### src/rtl/spad_loader.sv
// rtl/spad_loader.sv - Host byte-stream loader for the weight/input SRAMs plus ofmap capture FIFO
// Packs bytes little-endian into SRAM words, fires route, then buffers ofmaps for the host.
module spad_loader #(
  parameter int         DATA_WIDTH      = 8,
  parameter int         SRAM_DATA_WIDTH = 64,
  parameter int         ADDR_WIDTH      = 8,
  parameter logic [1:0] WEIGHT_SRAM     = 2'd0,
  parameter logic [1:0] INPUT_SRAM      = 2'd1,
  parameter int         OUT_DEPTH       = 8
) (
  input  logic                       i_clk,
  input  logic                       i_rst,
  input  logic                       i_start,
  input  logic [ADDR_WIDTH:0]        i_w_count,
  input  logic [ADDR_WIDTH:0]        i_i_count,
  input  logic [15:0]                i_ofmap_count,
  input  logic [DATA_WIDTH-1:0]      i_s_data,
  input  logic                       i_s_valid,
  output logic                       o_s_ready,
  output logic [SRAM_DATA_WIDTH-1:0] o_data_in,
  output logic [ADDR_WIDTH-1:0]      o_write_addr,
  output logic [1:0]                 o_spad_select,
  output logic                       o_write_en,
  output logic                       o_route_en,
  input  logic [2*DATA_WIDTH-1:0]    i_ofmap,
  input  logic                       i_ofmap_valid,
  output logic [2*DATA_WIDTH-1:0]    o_m_data,
  output logic                       o_m_valid,
  input  logic                       i_m_ready,
  output logic                       o_busy,
  output logic                       o_done,
  output logic                       o_overflow
);

  localparam int BYTES  = SRAM_DATA_WIDTH / DATA_WIDTH;
  localparam int BIDX_W = (BYTES > 1) ? $clog2(BYTES) : 1;
  localparam int PTR_W  = (OUT_DEPTH > 1) ? $clog2(OUT_DEPTH) : 1;
  localparam int OW     = 2 * DATA_WIDTH;

  typedef enum logic [2:0] {
    IDLE   = 3'd0,
    LOAD_W = 3'd1,
    LOAD_I = 3'd2,
    ROUTE  = 3'd3,
    DRAIN  = 3'd4
  } state_t;

  state_t                     state_q, state_d;
  logic [ADDR_WIDTH:0]        w_count_q, w_count_d;
  logic [ADDR_WIDTH:0]        i_count_q, i_count_d;
  logic [15:0]                ofmap_count_q, ofmap_count_d;
  logic [SRAM_DATA_WIDTH-1:0] word_q, word_d;
  logic [BIDX_W-1:0]          byte_idx_q, byte_idx_d;
  logic [ADDR_WIDTH-1:0]      addr_q, addr_d;
  logic [ADDR_WIDTH:0]        words_q, words_d;
  logic                       last_pending_q, last_pending_d;
  logic [SRAM_DATA_WIDTH-1:0] data_in_q, data_in_d;
  logic [ADDR_WIDTH-1:0]      write_addr_q, write_addr_d;
  logic [1:0]                 spad_select_q, spad_select_d;
  logic                       write_en_q, write_en_d;
  logic [15:0]                cap_q, cap_d;
  logic                       overflow_q, overflow_d;
  logic [PTR_W:0]             rd_ptr_q, rd_ptr_d;
  logic [PTR_W:0]             wr_ptr_q, wr_ptr_d;
  logic [OW-1:0]              mem_q [OUT_DEPTH];
  logic [OW-1:0]              mem_d [OUT_DEPTH];

  logic                       s_ready;
  logic                       byte_acc;
  logic [ADDR_WIDTH:0]        phase_count;
  logic                       fifo_empty;
  logic                       fifo_full;
  logic                       pop;
  logic                       push_req;
  logic                       push;
  logic                       done;

  always_comb begin
    state_d        = state_q;
    w_count_d      = w_count_q;
    i_count_d      = i_count_q;
    ofmap_count_d  = ofmap_count_q;
    word_d         = word_q;
    byte_idx_d     = byte_idx_q;
    addr_d         = addr_q;
    words_d        = words_q;
    last_pending_d = last_pending_q;
    data_in_d      = data_in_q;
    write_addr_d   = write_addr_q;
    spad_select_d  = spad_select_q;
    write_en_d     = 1'b0;
    cap_d          = cap_q;
    overflow_d     = overflow_q;
    rd_ptr_d       = rd_ptr_q;
    wr_ptr_d       = wr_ptr_q;
    mem_d          = mem_q;
    done           = 1'b0;

    // The last word of a phase blocks further bytes until its write cycle has gone by.
    s_ready     = ((state_q == LOAD_W) || (state_q == LOAD_I)) && !last_pending_q;
    phase_count = (state_q == LOAD_W) ? w_count_q : i_count_q;
    byte_acc    = s_ready && i_s_valid;

    fifo_empty = (wr_ptr_q == rd_ptr_q);
    fifo_full  = (wr_ptr_q[PTR_W] != rd_ptr_q[PTR_W]) &&
                 (wr_ptr_q[PTR_W-1:0] == rd_ptr_q[PTR_W-1:0]);
    pop        = !fifo_empty && i_m_ready;
    push_req   = (state_q == DRAIN) && i_ofmap_valid;
    push       = push_req && (!fifo_full || pop);

    if (byte_acc) begin
      word_d[byte_idx_q*DATA_WIDTH +: DATA_WIDTH] = i_s_data;
      if (byte_idx_q == BIDX_W'(BYTES - 1)) begin
        byte_idx_d   = '0;
        write_en_d   = 1'b1;
        data_in_d    = word_d;
        write_addr_d = addr_q;
        addr_d       = addr_q + 1'b1;
        words_d      = words_q + 1'b1;
        if ((words_q + 1'b1) == phase_count) begin
          last_pending_d = 1'b1;
        end
      end else begin
        byte_idx_d = byte_idx_q + 1'b1;
      end
    end

    if (pop) begin
      rd_ptr_d = rd_ptr_q + 1'b1;
    end
    if (push) begin
      mem_d[wr_ptr_q[PTR_W-1:0]] = i_ofmap;
      wr_ptr_d                   = wr_ptr_q + 1'b1;
    end
    // Dropped values still count toward the expected total so the job can finish.
    if (push_req) begin
      cap_d = cap_q + 16'd1;
      if (!push) begin
        overflow_d = 1'b1;
      end
    end

    unique case (state_q)
      IDLE: begin
        if (i_start) begin
          w_count_d      = i_w_count;
          i_count_d      = i_i_count;
          ofmap_count_d  = i_ofmap_count;
          overflow_d     = 1'b0;
          cap_d          = '0;
          word_d         = '0;
          byte_idx_d     = '0;
          addr_d         = '0;
          words_d        = '0;
          last_pending_d = 1'b0;
          if (i_w_count != '0) begin
            state_d       = LOAD_W;
            spad_select_d = WEIGHT_SRAM;
          end else if (i_i_count != '0) begin
            state_d       = LOAD_I;
            spad_select_d = INPUT_SRAM;
          end else begin
            state_d = ROUTE;
          end
        end
      end
      LOAD_W: begin
        if (last_pending_q) begin
          last_pending_d = 1'b0;
          addr_d         = '0;
          words_d        = '0;
          if (i_count_q != '0) begin
            state_d       = LOAD_I;
            spad_select_d = INPUT_SRAM;
          end else begin
            state_d = ROUTE;
          end
        end
      end
      LOAD_I: begin
        if (last_pending_q) begin
          last_pending_d = 1'b0;
          addr_d         = '0;
          words_d        = '0;
          state_d        = ROUTE;
        end
      end
      ROUTE: begin
        state_d = DRAIN;
      end
      DRAIN: begin
        if ((cap_q == ofmap_count_q) && fifo_empty) begin
          done    = 1'b1;
          state_d = IDLE;
        end
      end
      default: begin
        state_d = IDLE;
      end
    endcase
  end

  always_ff @(posedge i_clk or posedge i_rst) begin
    if (i_rst) begin
      state_q        <= IDLE;
      w_count_q      <= '0;
      i_count_q      <= '0;
      ofmap_count_q  <= '0;
      word_q         <= '0;
      byte_idx_q     <= '0;
      addr_q         <= '0;
      words_q        <= '0;
      last_pending_q <= 1'b0;
      data_in_q      <= '0;
      write_addr_q   <= '0;
      spad_select_q  <= '0;
      write_en_q     <= 1'b0;
      cap_q          <= '0;
      overflow_q     <= 1'b0;
      rd_ptr_q       <= '0;
      wr_ptr_q       <= '0;
      for (int i = 0; i < OUT_DEPTH; i++) begin
        mem_q[i] <= '0;
      end
    end else begin
      state_q        <= state_d;
      w_count_q      <= w_count_d;
      i_count_q      <= i_count_d;
      ofmap_count_q  <= ofmap_count_d;
      word_q         <= word_d;
      byte_idx_q     <= byte_idx_d;
      addr_q         <= addr_d;
      words_q        <= words_d;
      last_pending_q <= last_pending_d;
      data_in_q      <= data_in_d;
      write_addr_q   <= write_addr_d;
      spad_select_q  <= spad_select_d;
      write_en_q     <= write_en_d;
      cap_q          <= cap_d;
      overflow_q     <= overflow_d;
      rd_ptr_q       <= rd_ptr_d;
      wr_ptr_q       <= wr_ptr_d;
      mem_q          <= mem_d;
    end
  end

  assign o_s_ready     = s_ready;
  assign o_data_in     = data_in_q;
  assign o_write_addr  = write_addr_q;
  assign o_spad_select = spad_select_q;
  assign o_write_en    = write_en_q;
  assign o_route_en    = (state_q == ROUTE);
  assign o_m_data      = mem_q[rd_ptr_q[PTR_W-1:0]];
  assign o_m_valid     = !fifo_empty;
  assign o_busy        = (state_q != IDLE);
  assign o_done        = done;
  assign o_overflow    = overflow_q;

endmodule

### config.mk
export PLATFORM = sky130hd
export DESIGN_NAME = spad_loader
export DESIGN_NICKNAME = d
export VERILOG_FILES = /design/src/rtl/spad_loader.sv
export SDC_FILE = /design/constraint.sdc
export NUM_CORES = 1
export LEC_CHECK = 0
export BUFFER_PORTS_ARGS = -buffer_cell sky130_fd_sc_hd__buf_2
export CAP_MARGIN = 20
export CORE_MARGIN = 8
export CORE_UTILIZATION = 60
export CTS_BUF_LIST = sky130_fd_sc_hd__clkbuf_2
export DETAILED_ROUTE_END_ITERATION = 6
export HOLD_SLACK_MARGIN = 0.02
export MAX_ROUTING_LAYER = met4
export PLACE_DENSITY = 0.89
export RECOVER_POWER = 100
export SLEW_MARGIN = 5
export SYNTH_ARGS = -nofsm -noshare
export SYNTH_HDL_FRONTEND = slang
export SYNTH_SLANG_ARGS = --single-unit
### constraint.sdc
create_clock -name i_clk -period 40.8 [get_ports i_clk]
set_input_delay 10.2 -clock i_clk [delete_from_list [all_inputs] [get_ports i_clk]]
set_output_delay 10.2 -clock i_clk [all_outputs]
set_load 0.1 [all_outputs]
[After elaboration in Yosys (flattened, before gate mapping)]
Cells that the tools add are included.
Word-level totals
  register bits: 350
  latch bits: 0
  bits in writable memories: 0
  memory bits (read-only): 0
  output and inout bits: 97
  memories: 0
Cells by class
  add/sub/neg operators: 7
  $mul: 0
  div/mod/pow operators: 0
  magnitude comparators: 3
  eq/ne operators: 16
  shift operators: 2
  multiplexer cells: 56
  bitwise gates (word level): 2
  reduce and logical (&&, ||, !) cells: 24
Operators by type and width (count)
  64-bit two-way mux: 3
  128-bit bitwise mux: 1
  16-bit two-way mux: 6
  64-bit bitwise mux: 1
  8-bit by 34-bit variable shift with 64-bit output, first input constant: 1
  8-bit by 34-bit indexed part select with 64-bit output: 1
  16-bit binary-select mux with 3-bit select: 1
  16-bit demux with 3-bit select: 1
  9-bit two-way mux: 5
  6-bit negator with 34-bit output: 1
  8-bit two-way mux: 4
  9-bit nonzero test: 3
  3-bit two-way mux: 8
  9-bit one-hot mux with 2 select lines: 1
  16-bit by 1-bit adder with 16-bit output, second input constant: 1
  16-bit == test: 1
  8-bit one-hot mux with 2 select lines: 1
  1-bit two-way mux: 15
  3-bit one-hot mux with 5 select lines: 1
  2-bit two-way mux: 6
  9-bit by 1-bit adder with 9-bit output, second input constant: 1
  9-bit == test: 1
  4-bit by 1-bit adder with 4-bit output, second input constant: 2
  8-bit by 1-bit adder with 8-bit output, second input constant: 1
  other kinds (25): 43

[Logic depth before layout (Yosys ltp)]
Gate-level depths: netlist of the first run.
  word-level depth: 9
  mapped depth: 11
  mapped depth without buffers: 9

[Least setup slack after synthesis of the first run]
Ideal clock, no wire load.
  path kind: reg2out
  start: reg wr_ptr_q[0]
  end: out o_done
  arrival time: 3531 ps
  required time: 30600 ps
  setup slack: 27069 ps
  cell stages (with the launch flop): 8
  buffers on the path: 1
  path through: dfrtp_1 > buf_2 > xor2_1 > nor3_1 > nand2_1 > nor3_1 > nand3_1 > nor2_1
Between the ends
  word-level cells in the longest chain between the ends: 4
Ends and longest elaborated chain
  from (decl): RTL line 64  | logic [PTR_W:0] wr_ptr_q, wr_ptr_d;
  from (signal assigned): RTL line 242  | wr_ptr_q <= wr_ptr_d;
  4-bit == test: RTL line 104  | fifo_empty = (wr_ptr_q == rd_ptr_q);
  1-bit logical AND: RTL line 192  | if ((cap_q == ofmap_count_q) && fifo_empty) begin
  1-bit two-way mux: RTL line 192
  1-bit two-way mux: RTL line 143  | unique case (state_q)
  to (decl): RTL line 31  | output logic o_done,
No other way between the ends.

==> run_results.csv, run 1 <==
group,metric,value,unit
sta,finalCritPeriodShare,42.3,%
setup_path,path_buf_inv,4,
setup_path,worstPathMaxFanout,133,
clocking,clkTransAtPathRegs,0.09,ns
setup_path,ff2ff_setup_slack,34.68,ns
synthesis,syn_inst,1345,
setup_path,path_delay_family,"buffers and inverters",
clocking,cts-root-buf,"clkbuf_2",
clocking,clock-sinks,349,
cells_and_area,finish.utilization,65.5,%
synthesis,syn-cell-area,0.0161,mm2
place,port_buffers,159,
clocking,ctsHoldBuffers,0,
place,hpwl,24100,um
place,dp.cells,1768,
setup_path,crit_top_cell,"clkbuf_1",
floorplan,core,0.0267,mm2
status,status,"finished, violations left",
synthesis,synth-seq-cells,349,
setup_path,worstPathRequired,41.02,ns
grt,met3_usage,4.23,%
grt,grt_pass1_wl,60900,um
clocking,cts-resized-gates,0,
clocking,clk_latency,0.90,ns
clocking,htreeDepth,3,
grt,grt_antenna_before_repair,3,
place,dpl_cell_area,0.0170,mm2
clocking,post_cts_buffers,0,
synthesis,synth_nets,1418,
detailed_routing,vias,11100,
synthesis,synth-edff-count,0,
detailed_routing,drtPass1Iterations,5,
detailed_routing,initialDrtViolationCount,770,
synthesis,yosysSeqAreaShare,54.3,%
cells_and_area,fin_area,0.0175,mm2
min_path,min_from,"o_write_addr[4]",
setup_path,cp.arrival,17.46,ns
detailed_routing,ant_nets,0,
synthesis,postSynthAreaPerCell,12.0,um2
detailed_routing,vias_per_cell,5.78,
sta,fmax,58.0,MHz
cells_and_area,final_cells,1916,
setup_path,max_stage_delay,3.17,ns
sta,worstMarginPinSlew,5.73,ns
setup_path,worst_r2r_endpoint,"ofmap_count_q[11]",
sta,finalSetupTns,0,ns
setup_path,crit_slowest_cell,"clkinvlp_2",
floorplan,rows,60,
clocking,tritoncts,"yes",
floorplan,die_height,180,um
place,place.gp.congestion,0.825,
grt,top_usage_layer,"met2",
floorplan,ios,161,
status,violations,"max-capacitance violations, max-slew violations",
synthesis,ys_async_sr_fraction,100,%
setup_path,timing.rr.start,"state_q[1]",
grt,grtUsageMet1,30.2,%
grt,grt_remaining_overflow,0,
grt,grt_max_degree,134,
sta,skew,0.0914,ns
synthesis,synthFlopType,"dfrtp_1",
setup_path,ff2ff_path_depth,4,
sta,setup_slack,23.56,ns
setup_path,critical_path_class,"in2async",
sta,grt_setup_unrepaired,"no",
cells_and_area,drive_gt1_share,24.8,%
min_path,hold_path.class,"reg2reg",
grt,grtUsageMet2,36.6,%
setup_path,cp_num_cells,4,
power_and_ir_drop,p_leak,8.37,nW
min_path,whs_path_depth,2,
floorplan,start_util,60.3,%
sta,finalSetupViolCount,0,
setup_path,crit_chain,"buf_2, clkinvlp_2, clkbuf_1, clkbuf_1",
power_and_ir_drop,total_power,1.09,mW
sta,fin_crit,17.24,ns
run,cap_violations,12,
detailed_routing,wl_per_cell,19.5,um
floorplan,die-area,0.0323,mm2
setup_path,worstSetupStartpointType,"input pin",
synthesis,ys_types,52,
min_path,hold_end,"o_write_addr[4]",
setup_path,crit_start,"i_rst",
synthesis,yosys_warnings,0,
sta,drv_slew,667,
cells_and_area,area_delta_synth_final,8.56,%
grt,grt.total_usage,23.7,%
power_and_ir_drop,pwr_density_cell,62.7,mW/mm2
sta,whs,0.481,ns
sta,max_slew_margin,-284,%
grt,first_global_vias,11800,
power_and_ir_drop,max-vdd-ir-drop,0.0377,mV
detailed_routing,drc,0,
place,pre_cts_slack,27.72,ns
clocking,cts_buffers,88,
clocking,clk_path_buf_depth,3,
detailed_routing,wl,37300,um
cells_and_area,final_nets,1594,
floorplan,die_w,180,um
setup_path,endpoint_kind,"async pin",
sta,finalHoldViolCount,0,
## worst register-to-register path, cell delays in order (launching register included)
cell and delay (ns):
dfrtp_1 0.54, nor3_1 0.39, and2_0 1.06, clkbuf_1 3.29, mux2_2 0.74
## where the power goes
part           internal (mW)  switching, mW
logic                  0.147          0.245
registers              0.417         0.0643
clock network         0.0811          0.139
## placed cells by master (no fill, tap or decap), types with 14 or more instances in the layout
cell | netlist | final
mux2_1 | 10 | 27
a21oi_1 | 51 | 51
nand2_1 | 165 | 165
dfrtp_1 | 349 | 348
buf_2 | 13 | 59
xnor2_1 | 31 | 31
clkbuf_2 | 0 | 122
o21ai_0 | 76 | 76
mux2i_1 | 87 | 87
mux2_2 | 150 | 149
mux4_2 | 32 | 32
nand3_1 | 39 | 39
nand4_1 | 14 | 14
nor2_1 | 97 | 99
xor2_1 | 41 | 41
clkbuf_1 | 53 | 112
## worst max path at each step
stage	to
2_1_floorplan	addr_q[0]
3_3_place_gp	o_done
3_5_place_dp	o_done
4_1_cts	o_done
5_1_grt	byte_idx_q[0]
6_report	word_q[1]
## Yosys cell counts (2+ instances only)
cell type / number / area share (%)
clkbuf_1: 53 / 1.2
mux2_4: 20 / 1.9
nor3_1: 9 / 0.28
mux2_1: 10 / 0.70
and2_1: 2 / 0.078
buf_4: 5 / 0.23
mux2_2: 150 / 11
nand4_1: 14 / 0.54
mux2i_1: 87 / 5.4
and3_1: 6 / 0.23
a31oi_1: 9 / 0.35
nand3_1: 39 / 1.2
buf_1: 13 / 0.30
or3_1: 2 / 0.078
ha_1: 9 / 0.70
buf_6: 5 / 0.35
xnor2_1: 31 / 1.7
nand2_1: 165 / 3.9
nor3b_1: 3 / 0.14
inv_1: 11 / 0.26
a21oi_1: 51 / 1.6
nand4b_1: 3 / 0.16
o21ai_0: 76 / 2.4
buf_2: 13 / 0.40
xor2_1: 41 / 2.2
nor4_1: 9 / 0.35
mux4_2: 32 / 4.5
dfrtp_1: 349 / 54
nor3b_4: 2 / 0.23
nor2_1: 97 / 2.3
nor2_2: 4 / 0.16
nand2b_1: 5 / 0.19
## layout make-up
type	instances	area, um2
Tap cell	341	427
Antenna cell	3	7.51
Timing Repair Buffer	176	757
Clock inverter	19	104
Sequential cell	349	8730
Clock buffer	122	611
Inverter	11	42.5
Fill cell	2076	9200
Multi-Input combinational cell	895	6770
## kinds of logic after synthesis
group           after synthesis  synth area share, %
mux                         299                 23.0
compound gates              145                 4.84
xor+xnor                     72                 3.92
other cells                   1               0.0233
buf+inv                     101                 2.88
simple gates                369                 10.3
fa+ha+maj                     9                0.701
flops                       349                 54.3
## metal layers
metal / up-vias / part of all wire [%]
li1: 5074 / -
met1: 5574 / 43
met2: 344 / 49
met3: 85 / 4.7
met4: 0 / 3.7
met5: - / 0
## state kept, by name, indices dropped and copies added (netlist names), 3 cells and up
register       count
byte_idx_q         3
mem_q            128
state_q            3
rd_ptr_q           4
words_q            9
o_write_addr       8
addr_q             8
word_q            64
cap_q             16
o_data_in         64
i_count_q          9
ofmap_count_q     16
w_count_q          9
wr_ptr_q           4
Note: power is estimated with default switching activity, not from simulation.
==> run 2: changes to the inputs <==
Settings changed: ABC_AREA set to 1.
Clock period 40.8 ns to 15.9 ns, I/O delays scaled along.
==> run 2 against run 1 <==
Die area increased by 0.17%. Register-to-register slack got worse by 26 ns. Highest routed layer unchanged. Area after synthesis increased by 0.19%. Sequential share of layout area decreased by 0.44 points. Power increased to 2.5 times the previous value. Core utilization increased by 0.59 points. Sequential power increased by 140%. The flow still finishes with violations (max-capacitance violations, max-slew violations). Setup slack got worse by 19 ns.
==> run_results.csv, run 2 <==
group,metric,value,unit
clocking,tritoncts,"yes",
clocking,cts-root-buf,"clkbuf_2",
sta,worstMarginPinSlew,4.09,ns
sta,fmax,91.4,MHz
cells_and_area,largest_reg_flops,128,
clocking,cts-resized-gates,0,
power_and_ir_drop,max-vdd-ir-drop,0.272,mV
cells_and_area,largest-register,"mem_q",
place,place.gp.congestion,0.900,
floorplan,ios,161,
setup_path,worstPathMaxFanout,69,
sta,fin_crit,10.94,ns
setup_path,path_delay_family,"buffers and inverters",
sta,setup_slack,4.96,ns
sta,drv_slew,775,
floorplan,start_util,60.4,%
synthesis,yosys_warnings,0,
run,cap_violations,13,
floorplan,core,0.0267,mm2
synthesis,yosys-top-cells-count,"584 x nand2_1, 359 x o21ai_0, 349 x dfrtp_1, 278 x nor2_1, 102 x inv_1",
clocking,clock-sinks,349,
clocking,htreeDepth,3,
power_and_ir_drop,pwr_density_cell,157,mW/mm2
sta,finalCritPeriodShare,68.8,%
place,pre_cts_slack,8.91,ns
clocking,clk_path_buf_depth,3,
floorplan,die-area,0.0323,mm2
setup_path,worstSetupStartpointType,"flop",
power_and_ir_drop,p_leak,9.04,nW
detailed_routing,wl,41500,um
sta,finalSetupViolCount,0,
cells_and_area,drive_gt1_share,8.96,%
grt,grt_max_degree,157,
setup_path,cp.arrival,6.96,ns
power_and_ir_drop,total_power,2.77,mW
grt,grt_antenna_before_repair,2,
place,hpwl,26500,um
synthesis,syn-cell-area,0.0161,mm2
synthesis,synth_top_area_share,54.2,%
setup_path,crit_slowest_cell,"clkbuf_1",
detailed_routing,ant_nets,0,
sta,skew,0.132,ns
synthesis,synthFlopType,"dfrtp_1",
sta,finalHoldViolCount,0,
synthesis,synth-seq-cells,349,
synthesis,ys_types,36,
grt,grt.total_usage,26.2,%
clocking,ctsHoldBuffers,0,
status,violations,"max-capacitance violations, max-slew violations",
min_path,hold_path.class,"reg2reg",
detailed_routing,wl_per_cell,16.2,um
setup_path,worstPathRequired,11.93,ns
sta,max_slew_margin,-173,%
floorplan,die_height,180,um
place,port_buffers,159,
grt,grt_pass1_wl,69200,um
detailed_routing,vias,14500,
synthesis,yosysMostFrequentCell,"nand2_1",
cells_and_area,area_delta_synth_final,9.32,%
detailed_routing,vias_per_cell,5.66,
synthesis,synth_top_area_cell,"dfrtp_1",
sta,finalSetupTns,0,ns
clocking,clk_latency,0.93,ns
setup_path,critical_path_class,"reg2out",
setup_path,max_stage_delay,2.09,ns
cells_and_area,mostFrequentLayoutCells,"584 x nand2_1, 362 x o21ai_0, 348 x dfrtp_1",
detailed_routing,initialDrtViolationCount,1721,
setup_path,endpoint_kind,"primary output",
clocking,cts_buffers,86,
synthesis,ys_async_sr_fraction,100,%
synthesis,synth_area_leaders,"dfrtp_1 54%, nand2_1 14%, o21ai_0 11%",
synthesis,synth_nets,2077,
grt,first_global_vias,14300,
cells_and_area,final_nets,2237,
clocking,clkTransAtPathRegs,0.11,ns
detailed_routing,drc,0,
cells_and_area,finish.utilization,66.1,%
floorplan,rows,60,
detailed_routing,drtPass1Iterations,5,
synthesis,syn_inst,2004,
synthesis,postSynthAreaPerCell,8.04,um2
clocking,post_cts_buffers,0,
status,status,"finished, violations left",
cells_and_area,final_common_cell,"nand2_1",
grt,grt_remaining_overflow,0,
floorplan,die_w,180,um
sta,grt_setup_unrepaired,"no",
synthesis,yosysSeqAreaShare,54.2,%
setup_path,path_buf_inv,4,
setup_path,crit_chain,"clkbuf_1, clkinv_1, clkbuf_1, o21ai_0, o22ai_1, nor2_1, a31oi_1, clkbuf_1",
sta,whs,0.482,ns
synthesis,synth-edff-count,0,
setup_path,crit_top_cell,"clkbuf_1",
run 2: path summary, 6_finish.rpt:
path,slack [ns],to,cells past startpoint,from
worst max-delay path,4.96,o_m_data[1],8,rd_ptr_q[0]
worst min-delay path,0.48,o_data_in[18],2,o_data_in[18]
worst max register to register,9.03,words_q[7],8,byte_idx_q[0]
worst min register to register,0.48,o_data_in[18],2,o_data_in[18]
max in group asynchronous,5.41,o_data_in[56],5,i_rst
min in group asynchronous,3.53,o_data_in[13],2,i_rst
run 2: per-stage QoR:
stage,area [um2],cells
after floorplan,16100,2004
after global placement,17000,2410
after detailed placement,17000,2412
after CTS,17700,2558
after global routing,17600,2565
final,17600,2565
run 2: kinds of logic (layout without fill, tap and decap cells):
group,Yosys count,in the layout,synth area share [%]
compound gates,439,439,14.1
fa+ha+maj,9,9,0.699
flops,349,349,54.2
xor+xnor,36,36,1.96
buf+inv,217,435,5.53
other cells,1,3,0.0233
simple gates,953,953,23.4
run 2: layout make-up:
type / instances / area [um2]
Antenna cell: 2 / 5.00
Clock buffer: 113 / 566
Clock inverter: 33 / 154
Fill cell: 2187 / 9040
Inverter: 109 / 410
Multi-Input combinational cell: 1438 / 6480
Sequential cell: 349 / 8730
Tap cell: 341 / 427
Timing Repair Buffer: 180 / 831
run 2: tightest hold or removal path, delay by kind of cell (launching register included):
family	cells	cell delay, ns
simple gates	2	0.11
flops	1	0.35
run 2: metal layers:
metal	track usage (%)	vias up	wire [um]
met2	39.9	665	19500
met1	33.4	6876	17300
met5	-	-	0
met4	12.8	0	1490
li1	-	6840	-
met3	4.92	130	3290
run 2: report_power, final:
group          internal [mW]  switching (mW)  total, mW
Clock                  0.198           0.363      0.561
Sequential              1.06           0.122       1.18
Combinational          0.248           0.775       1.02
